**src/rtl/fp32_pkg.sv**
```systemverilog
// rtl/fp32_pkg.sv - shared IEEE-754 single-precision constants, FSM states and field helpers
package fp32_pkg;

  localparam int EXP_BIAS = 127;
  localparam int EXP_W    = 8;
  localparam int MANT_W   = 23;

  localparam logic [31:0] QNAN    = 32'h7FC0_0000;
  localparam logic [31:0] POS_INF = 32'h7F80_0000;

  typedef enum logic [2:0] {
    ST_IDLE   = 3'd0,
    ST_UNPACK = 3'd1,
    ST_MUL    = 3'd2,
    ST_ROUND  = 3'd3,
    ST_DONE   = 3'd4
  } state_t;

  function automatic logic fp_sign(input logic [31:0] x);
    return x[31];
  endfunction

  function automatic logic [EXP_W-1:0] fp_exp(input logic [31:0] x);
    return x[30:23];
  endfunction

  function automatic logic [MANT_W-1:0] fp_mant(input logic [31:0] x);
    return x[22:0];
  endfunction

  function automatic logic fp_is_nan(input logic [31:0] x);
    return (x[30:23] == 8'hFF) && (x[22:0] != '0);
  endfunction

  function automatic logic fp_is_inf(input logic [31:0] x);
    return (x[30:23] == 8'hFF) && (x[22:0] == '0);
  endfunction

  // Denormals are flushed, so a zero exponent field means zero.
  function automatic logic fp_is_zero(input logic [31:0] x);
    return x[30:23] == 8'h00;
  endfunction

endpackage

```
**src/rtl/fp_normalize_round.sv**
```systemverilog
// rtl/fp_normalize_round.sv - normalise a 48-bit significand product, round to nearest-even, pack
//
// Purpose: combinational back end shared by the multiplier and divider.
// Ports:
//   sign_i      result sign
//   exp_i       biased exponent before normalisation, 10-bit two's complement
//   prod_i      48-bit significand product with the binary point after bit 46
//   result_o    packed IEEE-754 single result
//   overflow_o  result saturated to signed infinity
//   underflow_o result flushed to signed zero
module fp_normalize_round
  import fp32_pkg::*;
(
  input  logic               sign_i,
  input  logic signed [9:0]  exp_i,
  input  logic [47:0]        prod_i,
  output logic [31:0]        result_o,
  output logic               overflow_o,
  output logic               underflow_o
);

  logic [MANT_W-1:0] mant;
  logic              guard;
  logic              sticky;
  logic              inc;
  logic [MANT_W:0]   rounded;
  logic signed [9:0] exp_norm;
  logic signed [9:0] exp_final;

  always_comb begin
    mant        = '0;
    guard       = 1'b0;
    sticky      = 1'b0;
    exp_norm    = exp_i;
    inc         = 1'b0;
    rounded     = '0;
    exp_final   = exp_i;
    result_o    = '0;
    overflow_o  = 1'b0;
    underflow_o = 1'b0;

    // Product of two 1.x significands lies in [1,4); bit 47 set means >= 2.
    if (prod_i[47]) begin
      mant     = prod_i[46:24];
      guard    = prod_i[23];
      sticky   = |prod_i[22:0];
      exp_norm = exp_i + 10'sd1;
    end else begin
      mant     = prod_i[45:23];
      guard    = prod_i[22];
      sticky   = |prod_i[21:0];
      exp_norm = exp_i;
    end

    inc     = guard & (sticky | mant[0]);
    rounded = {1'b0, mant} + {{MANT_W{1'b0}}, inc};

    // A carry out leaves the stored mantissa at zero, i.e. exactly 1.0 at the next exponent.
    exp_final = rounded[MANT_W] ? exp_norm + 10'sd1 : exp_norm;

    if (exp_final >= 10'sd255) begin
      result_o   = POS_INF | {sign_i, 31'b0};
      overflow_o = 1'b1;
    end else if (exp_final <= 10'sd0) begin
      result_o    = {sign_i, 31'b0};
      underflow_o = 1'b1;
    end else begin
      result_o = {sign_i, exp_final[EXP_W-1:0], rounded[MANT_W-1:0]};
    end
  end

endmodule

```
**src/rtl/fp_multiplier.sv**
```systemverilog
// rtl/fp_multiplier.sv - sequential IEEE-754 single-precision multiplier with start/done handshake
//
// Purpose: radix-2^BITS_PER_CYCLE shift-add significand multiply, then normalise/round/pack.
// Ports:
//   control    clock, rising edge
//   reset      asynchronous active-low reset
//   start      request a multiply (sampled in IDLE only)
//   A, B       IEEE-754 single operands
//   busy       operation in progress (UNPACK, MUL, ROUND)
//   done       one-cycle pulse; out and flags valid from this cycle
//   out        product, held until the next done
//   exception  NaN/infinity operand, invalid operation, or overflow
//   underflow  result flushed to signed zero
module fp_multiplier
  import fp32_pkg::*;
#(
  parameter int BITS_PER_CYCLE = 1
)
(
  input  logic        control,
  input  logic        reset,
  input  logic        start,
  input  logic [31:0] A,
  input  logic [31:0] B,
  output logic        busy,
  output logic        done,
  output logic [31:0] out,
  output logic        exception,
  output logic        underflow
);

  localparam int         MUL_CYCLES = 24 / BITS_PER_CYCLE;
  localparam logic [4:0] CNT_LOAD   = 5'(MUL_CYCLES - 1);

  state_t      state_q, state_d;
  logic [31:0] a_q, a_d;
  logic [31:0] b_q, b_d;
  logic        sign_q, sign_d;
  logic [9:0]  exp_q, exp_d;
  logic [47:0] acc_q, acc_d;
  logic [47:0] mc_q, mc_d;     // multiplicand, shifted left as multiplier bits retire
  logic [23:0] mq_q, mq_d;     // multiplier, shifted right as bits retire
  logic [4:0]  cnt_q, cnt_d;
  logic [31:0] out_q, out_d;
  logic        exc_q, exc_d;
  logic        unf_q, unf_d;

  logic [47:0] step_sum;
  logic [31:0] nr_result;
  logic        nr_ovf;
  logic        nr_unf;
  logic        sign_ab;
  logic        a_nan, b_nan, a_inf, b_inf, a_zero, b_zero;

  fp_normalize_round u_norm (
    .sign_i      (sign_q),
    .exp_i       (exp_q),
    .prod_i      (acc_q),
    .result_o    (nr_result),
    .overflow_o  (nr_ovf),
    .underflow_o (nr_unf)
  );

  always_ff @(posedge control or negedge reset) begin
    if (!reset) begin
      state_q <= ST_IDLE;
      a_q     <= '0;
      b_q     <= '0;
      sign_q  <= 1'b0;
      exp_q   <= '0;
      acc_q   <= '0;
      mc_q    <= '0;
      mq_q    <= '0;
      cnt_q   <= '0;
      out_q   <= '0;
      exc_q   <= 1'b0;
      unf_q   <= 1'b0;
    end else begin
      state_q <= state_d;
      a_q     <= a_d;
      b_q     <= b_d;
      sign_q  <= sign_d;
      exp_q   <= exp_d;
      acc_q   <= acc_d;
      mc_q    <= mc_d;
      mq_q    <= mq_d;
      cnt_q   <= cnt_d;
      out_q   <= out_d;
      exc_q   <= exc_d;
      unf_q   <= unf_d;
    end
  end

  always_comb begin
    state_d = state_q;
    a_d     = a_q;
    b_d     = b_q;
    sign_d  = sign_q;
    exp_d   = exp_q;
    acc_d   = acc_q;
    mc_d    = mc_q;
    mq_d    = mq_q;
    cnt_d   = cnt_q;
    out_d   = out_q;
    exc_d   = exc_q;
    unf_d   = unf_q;

    sign_ab = fp_sign(a_q) ^ fp_sign(b_q);
    a_nan   = fp_is_nan(a_q);
    b_nan   = fp_is_nan(b_q);
    a_inf   = fp_is_inf(a_q);
    b_inf   = fp_is_inf(b_q);
    a_zero  = fp_is_zero(a_q);
    b_zero  = fp_is_zero(b_q);

    step_sum = acc_q;
    for (int k = 0; k < BITS_PER_CYCLE; k++) begin
      if (mq_q[k]) step_sum = step_sum + (mc_q << k);
    end

    case (state_q)
      ST_IDLE: begin
        if (start) begin
          a_d     = A;
          b_d     = B;
          state_d = ST_UNPACK;
        end
      end

      ST_UNPACK: begin
        sign_d  = sign_ab;
        exp_d   = {2'b00, fp_exp(a_q)} + {2'b00, fp_exp(b_q)} - 10'(EXP_BIAS);
        acc_d   = '0;
        mc_d    = {24'b0, 1'b1, fp_mant(a_q)};
        mq_d    = {1'b1, fp_mant(b_q)};
        cnt_d   = CNT_LOAD;
        state_d = ST_MUL;
        if (a_nan || b_nan || (a_inf && b_zero) || (a_zero && b_inf)) begin
          out_d   = QNAN;
          exc_d   = 1'b1;
          unf_d   = 1'b0;
          state_d = ST_DONE;
        end else if (a_inf || b_inf) begin
          out_d   = POS_INF | {sign_ab, 31'b0};
          exc_d   = 1'b1;
          unf_d   = 1'b0;
          state_d = ST_DONE;
        end else if (a_zero || b_zero) begin
          out_d   = {sign_ab, 31'b0};
          exc_d   = 1'b0;
          unf_d   = 1'b0;
          state_d = ST_DONE;
        end
      end

      ST_MUL: begin
        acc_d = step_sum;
        mc_d  = mc_q << BITS_PER_CYCLE;
        mq_d  = mq_q >> BITS_PER_CYCLE;
        if (cnt_q == 5'd0) begin
          state_d = ST_ROUND;
        end else begin
          cnt_d = cnt_q - 5'd1;
        end
      end

      ST_ROUND: begin
        out_d   = nr_result;
        exc_d   = nr_ovf;
        unf_d   = nr_unf;
        state_d = ST_DONE;
      end

      ST_DONE: begin
        state_d = ST_IDLE;
      end

      default: begin
        state_d = ST_IDLE;
      end
    endcase
  end

  assign busy      = (state_q == ST_UNPACK) || (state_q == ST_MUL) || (state_q == ST_ROUND);
  assign done      = (state_q == ST_DONE);
  assign out       = out_q;
  assign exception = exc_q;
  assign underflow = unf_q;

endmodule

```
**config.mk**
```make
export PLATFORM = sky130hd
export DESIGN_NAME = fp_multiplier
export DESIGN_NICKNAME = d
export VERILOG_FILES = /design/src/rtl/fp32_pkg.sv /design/src/rtl/fp_normalize_round.sv /design/src/rtl/fp_multiplier.sv
export SDC_FILE = /design/constraint.sdc
export NUM_CORES = 1
export LEC_CHECK = 0
export CORE_UTILIZATION = 55
export CTS_CLUSTER_SIZE = 8
export DETAILED_ROUTE_END_ITERATION = 6
export PLACE_DENSITY = 0.75
export SKIP_LAST_GASP = 1
export SYNTH_ARGS = -nofsm -noshare
export SYNTH_HDL_FRONTEND = slang
export SYNTH_HIERARCHICAL = 1
export SYNTH_SLANG_ARGS = --single-unit
```
**constraint.sdc**
```tcl
create_clock -name control -period 5.4 [get_ports control]
set_input_delay 1.08 -clock control [delete_from_list [all_inputs] [get_ports control]]
set_output_delay 1.08 -clock control [all_outputs]
set_load 0.03 [all_outputs]
```
-- Yosys cells after proc, flatten, opt, wreduce, memory -nomap -nowiden
Cells that the tools add are included.
- input bits: 67
- flip-flop bits (word level): 237
- add/sub/neg operators: 7
- order comparisons: 2
- bitwise logic cells: 3
- reductions and logical operators: 30
- mux-type cells: 33
- equality and inequality tests: 11
- operators by type and width (operator ; count):
    $pmux W48 S2 ; 2
    $mux W32 ; 3
    $pmux W32 S2 ; 1
    $mux W31 ; 2
    $add A48 B48 Y48 ; 1
    $mux W48 ; 1
    $pmux W24 S2 ; 1
    $logic_not A23 Y1 ; 2
    $reduce_bool A23 Y1 ; 2
    $add A23 B1 Y24 ; 1
    $mux W23 ; 1
    $reduce_or A23 Y1 ; 1
    $reduce_or A22 Y1 ; 1
    $add A10 B2 Y10 const B ; 2
    $mux W10 ; 2
    $eq A8 B8 Y1 const B ; 2
    $logic_not A8 Y1 ; 2
    $mux W3 ; 5
    $pmux W3 S4 ; 1
    $ge A10 B9 Y1 const B ; 1
    $le A10 B1 Y1 const B ; 1
    $mux W1 ; 10
    $pmux W5 S2 ; 1
    $reduce_and A2 Y1 ; 5
    other kinds (18) ; 35

-- Logic depth before layout (Yosys ltp)
- depth in word-level cells: 10
- mapped depth: 19
- gate-level depth less buffers: 12

-- Cells and area by module
Netlist, hierarchy kept.
- by module, submodules not included (module ; area an instance (µm²) ; times used ; cells an instance ; sequential area each (µm²)):
    fp_multiplier ; 12607.1 ; 1 ; 1318 ; 5930.7
    fp_normalize_round ; 2456.1 ; 1 ; 353 ; 0.0

-- Worst setup path after synthesis
Ideal clock, no wire load.
- path kind: flip-flop to flip-flop
- from: reg acc_q[47]
- to: reg out_q[22], in the netlist out[22]
- required time: 5.267 ns
- arrival: 3.684 ns
- setup time: 0.133 ns
- setup slack: 1.582 ns
- stages on the path, launching flop included: 19
- period minus slack after synthesis: 3.818 ns
- path through: dfrtp_1 buf_4 buf_4 buf_4 clkbuf_1 clkbuf_1 clkbuf_1 nand2_1 a21boi_0 ha_1 and4_1 nand3_1 nor4_1 mux2i_1 o21ai_0 o21ai_1 nor4_2 o21ai_0 o21ai_0
- word-level cells in the longest chain between the ends: 9
- RTL lines (item ; RTL line ; source):
    from (decl) ; fp_multiplier.sv:40 ; logic [47:0] acc_q, acc_d;
    from (signal assigned) ; fp_multiplier.sv:71 ; acc_q <= '0;
    from (signal assigned) ; fp_multiplier.sv:84 ; acc_q <= acc_d;
    $mux W1 or $mux W23 (tied branches) ; fp_normalize_round.sv:43 ; if (prod_i[47]) begin
    $or A1 B1 Y1 ; fp_normalize_round.sv:55 ; inc = guard & (sticky | mant[0]);
    $and A1 B1 Y1 ; fp_normalize_round.sv:55 ;
    $add A23 B1 Y24 ; fp_normalize_round.sv:56 ; rounded = {1'b0, mant} + {{MANT_W{1'b0}}, inc};
    $mux W10 ; fp_normalize_round.sv:59 ; exp_final = rounded[MANT_W] ? exp_norm + 10'sd1 : exp_norm;
    $le A10 B1 Y1 ; fp_normalize_round.sv:64 ; end else if (exp_final <= 10'sd0) begin
    $mux W31 ; fp_normalize_round.sv:64 ;
    $mux W31 (*) ; fp_normalize_round.sv:61 ; if (exp_final >= 10'sd255) begin
    named net nr_result[22] ; fp_multiplier.sv:49 ; logic [31:0] nr_result;
    $pmux W32 S2 (*) ; fp_multiplier.sv:121 ; case (state_q)
    to (signal assigned) ; fp_multiplier.sv:88 ; out_q <= out_d;
    to (decl) ; fp_multiplier.sv:44 ; logic [31:0] out_q, out_d;
Mark *: on every way through the listed nets, which the timed path passes. The rest lies on a longest branch.
A chain may end at the register's enable or synchronous reset.

-- Worst setup path after layout
- from: reg acc_q[47]
- to: reg out_q[25], in the netlist out[25]
- word-level cells in the longest chain between the ends: 9
- RTL lines (item ; RTL line):
    $mux W1 or $mux W23 (tied branches) ; fp_normalize_round.sv:43
    $or A1 B1 Y1 ; fp_normalize_round.sv:55
    $and A1 B1 Y1 ; fp_normalize_round.sv:55
    $add A23 B1 Y24 ; fp_normalize_round.sv:56
    $mux W10 (*) ; fp_normalize_round.sv:59
    $le A10 B1 Y1 ; fp_normalize_round.sv:64
    $mux W31 ; fp_normalize_round.sv:64
    $mux W31 (*) ; fp_normalize_round.sv:61
    named net nr_result[25] ; fp_multiplier.sv:49
    $pmux W32 S2 (*) ; fp_multiplier.sv:121
Marks and branches as above.

==> results.md <==
- Antenna-violating nets left: 0
- Setup TNS: 0 ps
- Async set or reset register ratio after synthesis: 100%
- Worst Path Required: around 5800 ps
- Actual slew at the worst max-slew pin: 1150 ps
- IO Count: 103
- Run status: finished, final reports clean
- Max-cap violations: 0
- CP Launch Type: register
- Post-CTS sizing: 0
- Initial antenna violation count: 0
- Fmax: 0.226 GHz
- Most frequent CP cell: o21ai_0
- Nets: 1848
- Reg2reg start: acc_q[47]
- Final slew viol count: 0
- Final std cells w/o fill: slightly above 2k
- Rows: 60
- Critical path origin: acc_q[47]
- YS warnings: 6
- Clock buffer depth: 3
- CTS Hold Bufs: 0
- Routed wire length: 37.4 mm
- Fin. Hold Viols: 0
- Vias/cell: 6.13
- Fin crit period: 4430 ps
- Starting DRT DRC Count: 981
- Layout fillers: around 2.2k
- Placed Cells: roughly 2.0k
- Worst-path clk slew: around 60 ps
- DP Area: ~16000 um2
- Synth Flop Type: dfrtp_1
- End of the worst register-to-register path: out[25]
- CTS tree: yes
- IO Port Bufs: about 100
- Largest net degree at the start of global routing: around 120
- Core area: around 27000 um2
- Unique masters post-synth: slightly above 80
- Final worst slack: 973 ps
- Syn Inst Count: 1671
- CTS H-Tree Depth: 2
- Lkg Pwr: 0.00728 uW
- Mapped cell area: 15100 um2
- Critical path, cell by cell: mux2_2 -> nand2b_1 -> or4_1 -> nor4_4 -> xor2_2 -> buf_4 -> a21oi_1 -> o21ai_0 -> o21ai_0
- Syn_nets: 1807
- Die W: 167 um
- Worst path arrival time: 4820 ps
- DIE AREA: 28100 um2
- Pre-antenna DRT Iters: 5
- Area occupied by multi-input gates: 8550 um2
- Critical path's largest stage delay: 1120 ps
- Worst vdd ir: 0.280 mV
- Grt ovf: 0
- Final Util: 63.9%
- Ant diodes: 0
- Setup crit end: out[25]
- Global-route wire length before repair: between 60 and 70 mm
- Max_slew headroom: 23.2%
- Mean Syn Cell Area: 9.01 um2
- Root Buffer: clkbuf_16
- Synthesis-stage register bit count: 237
- R2r setup slk: 970 ps
- Place WS: ~1000 ps
- Period utilisation layout: about four fifths
- Clock sink count: roughly 240
- Setup bufs post-CTS: 0
- Crit Path Class: reg -> reg
- Crit path capture type: register
- Reg2Reg Depth: 9
- DR DRC count: 0
- PwrDens: 557 nW/um2
- Die Height: 167 um
- RSZ-0062 raised after global routing: no
- Post-synthesis sequential area ratio: 39.4%
- Worst hold path class: reg -> reg
- Routed WL per cell: 18.2 um
- Area Growth Syn to Fin: 13.9%
- CTS buffer count: 35
- Final Setup Violations: 0
- Clock latency on the worst-skew pair: 530 ps
- Share of layout cells above drive strength 1: 10.2%
- GP Congestion: 0.926
- Critical path's slowest cell: dfrtp_2
- Number of global-route vias before repair: 12.2k
- GRT Util Overall: 26.9%
- Register area: 5930 um2
- Initial Util: 56.0%
- Clock skew: 19.2 ps
- Post-synth EDFFs: 0
- Critical path peak fanout: 64
- Via count: around 13k
- Final Cell Area: 17200 um2
- Post-DP HPWL: approximately 26 mm
[area by class of cell]
| class | count | area share [%] |
|---|---|---|
| Timing Repair Buffer | 119 | 6.79 |
| Tap cell | 341 | 2.49 |
| Multi-Input combinational cell | 1288 | 49.8 |
| Clock buffer | 39 | 5.19 |
| Clock inverter | 3 | 0.467 |
| Inverter | 31 | 0.678 |
| Sequential cell | 237 | 34.6 |
[metrics by stage]
| step | power (uW) | hold slack [ps] |
|---|---|---|
| after floorplan | 6400 | 448 |
| after global placement | 7410 | 454 |
| after detailed placement | 7560 | 462 |
| after CTS | 9580 | 472 |
| after global routing | 10300 | 499 |
| final | 9550 | 468 |
[logic make-up after synthesis]
logic type                 synth area share [%]
buffers and inverters                      4.19
muxes                                      5.72
DFF                                        39.4
adders and majority gates                  5.83
xor gates and xnor gates                   6.03
AOI/OAI and AO/OA                          18.3
and+or+nand+nor                            20.6
[critical path: cells and delay by family (launching register included)]
| kind | cells | cell delay, ps |
|---|---|---|
| AND/OR/NAND/NOR | 3 | 1270 |
| AO/OA/AOI/OAI | 3 | 400 |
| buffers and inverters | 1 | 300 |
| multiplexers | 1 | 340 |
| XOR/XNOR | 1 | 830 |
| flip-flops | 1 | 1120 |
[layer usage]
| metal | track usage [%] | vias up | share of wire (%) |
|---|---|---|---|
| met1 | 36.5 | 6069 | 45 |
| met2 | 44.1 | 332 | 47 |
| met5 | 0 | - | 0 |
| met3 | 3.78 | 80 | 4.7 |
| li1 | - | 6129 | - |
| met4 | 9.69 | 0 | 3.1 |
[placed cells by master (no fill, tap or decap), drive strengths merged, types with 10 or more instances in the layout]
cell type,Yosys,final
nor3,24,24
and2,10,10
nor4,51,51
nand3,90,90
buf,44,18
inv,30,31
nand2,243,243
clkdlybuf4s50,0,101
a211oi,10,10
dfrtp,237,237
o21ai,111,111
o211ai,19,19
xor2,41,41
and3,12,12
clkbuf,71,39
a22o,40,40
mux2,65,65
o21bai,13,13
xnor2,61,61
a21oi,72,72
a31oi,58,58
o21a,12,12
nand2b,11,11
mux2i,13,13
nor2,108,108
a21o,29,29
ha,67,67
nand4,34,34
[power by group]
part	internal (uW)	total, uW	switching (uW)
Clock	1170	1970	796
Combinational	1840	4450	2610
Sequential	2460	3140	681
Total	5470	9550	4090
[registers in the layout (all words and copies together) (netlist names)]
register,cells
out,32
exception,1
a_q,32
exp_q,10
state_q,3
cnt_q,5
mq_q,24
sign_q,1
b_q,32
acc_q,48
underflow,1
mc_q,48
[worst min-delay path by stage]
stage               startpoint       end  slack, ps  depth (start not counted)
floorplan             mq_q[23]  mq_q[23]        450                          2
global placement       out[18]   out[18]        450                          2
detailed placement     out[12]   out[12]        460                          2
CTS                    out[12]   out[12]        470                          2
global route           out[10]   out[10]        500                          2
finish                 out[12]   out[12]        470                          2
[synth_stat cells (all sizes together) (24+ instances only)]
library cell  instances  area [um2]
a21o                 29         219
a21oi                72         364
a22o                 40         350
a31oi                58         363
buf                  44         246
clkbuf               71         268
dfrtp               237        5930
ha                   67         838
inv                  30         113
mux2                 65         732
nand2               243         912
nand3                90         455
nand4                34         213
nor2                108         405
nor3                 24         120
nor4                 51         468
o21ai               111         567
xnor2                61         549
xor2                 41         359
Note: power is estimated with default switching activity, not from simulation.
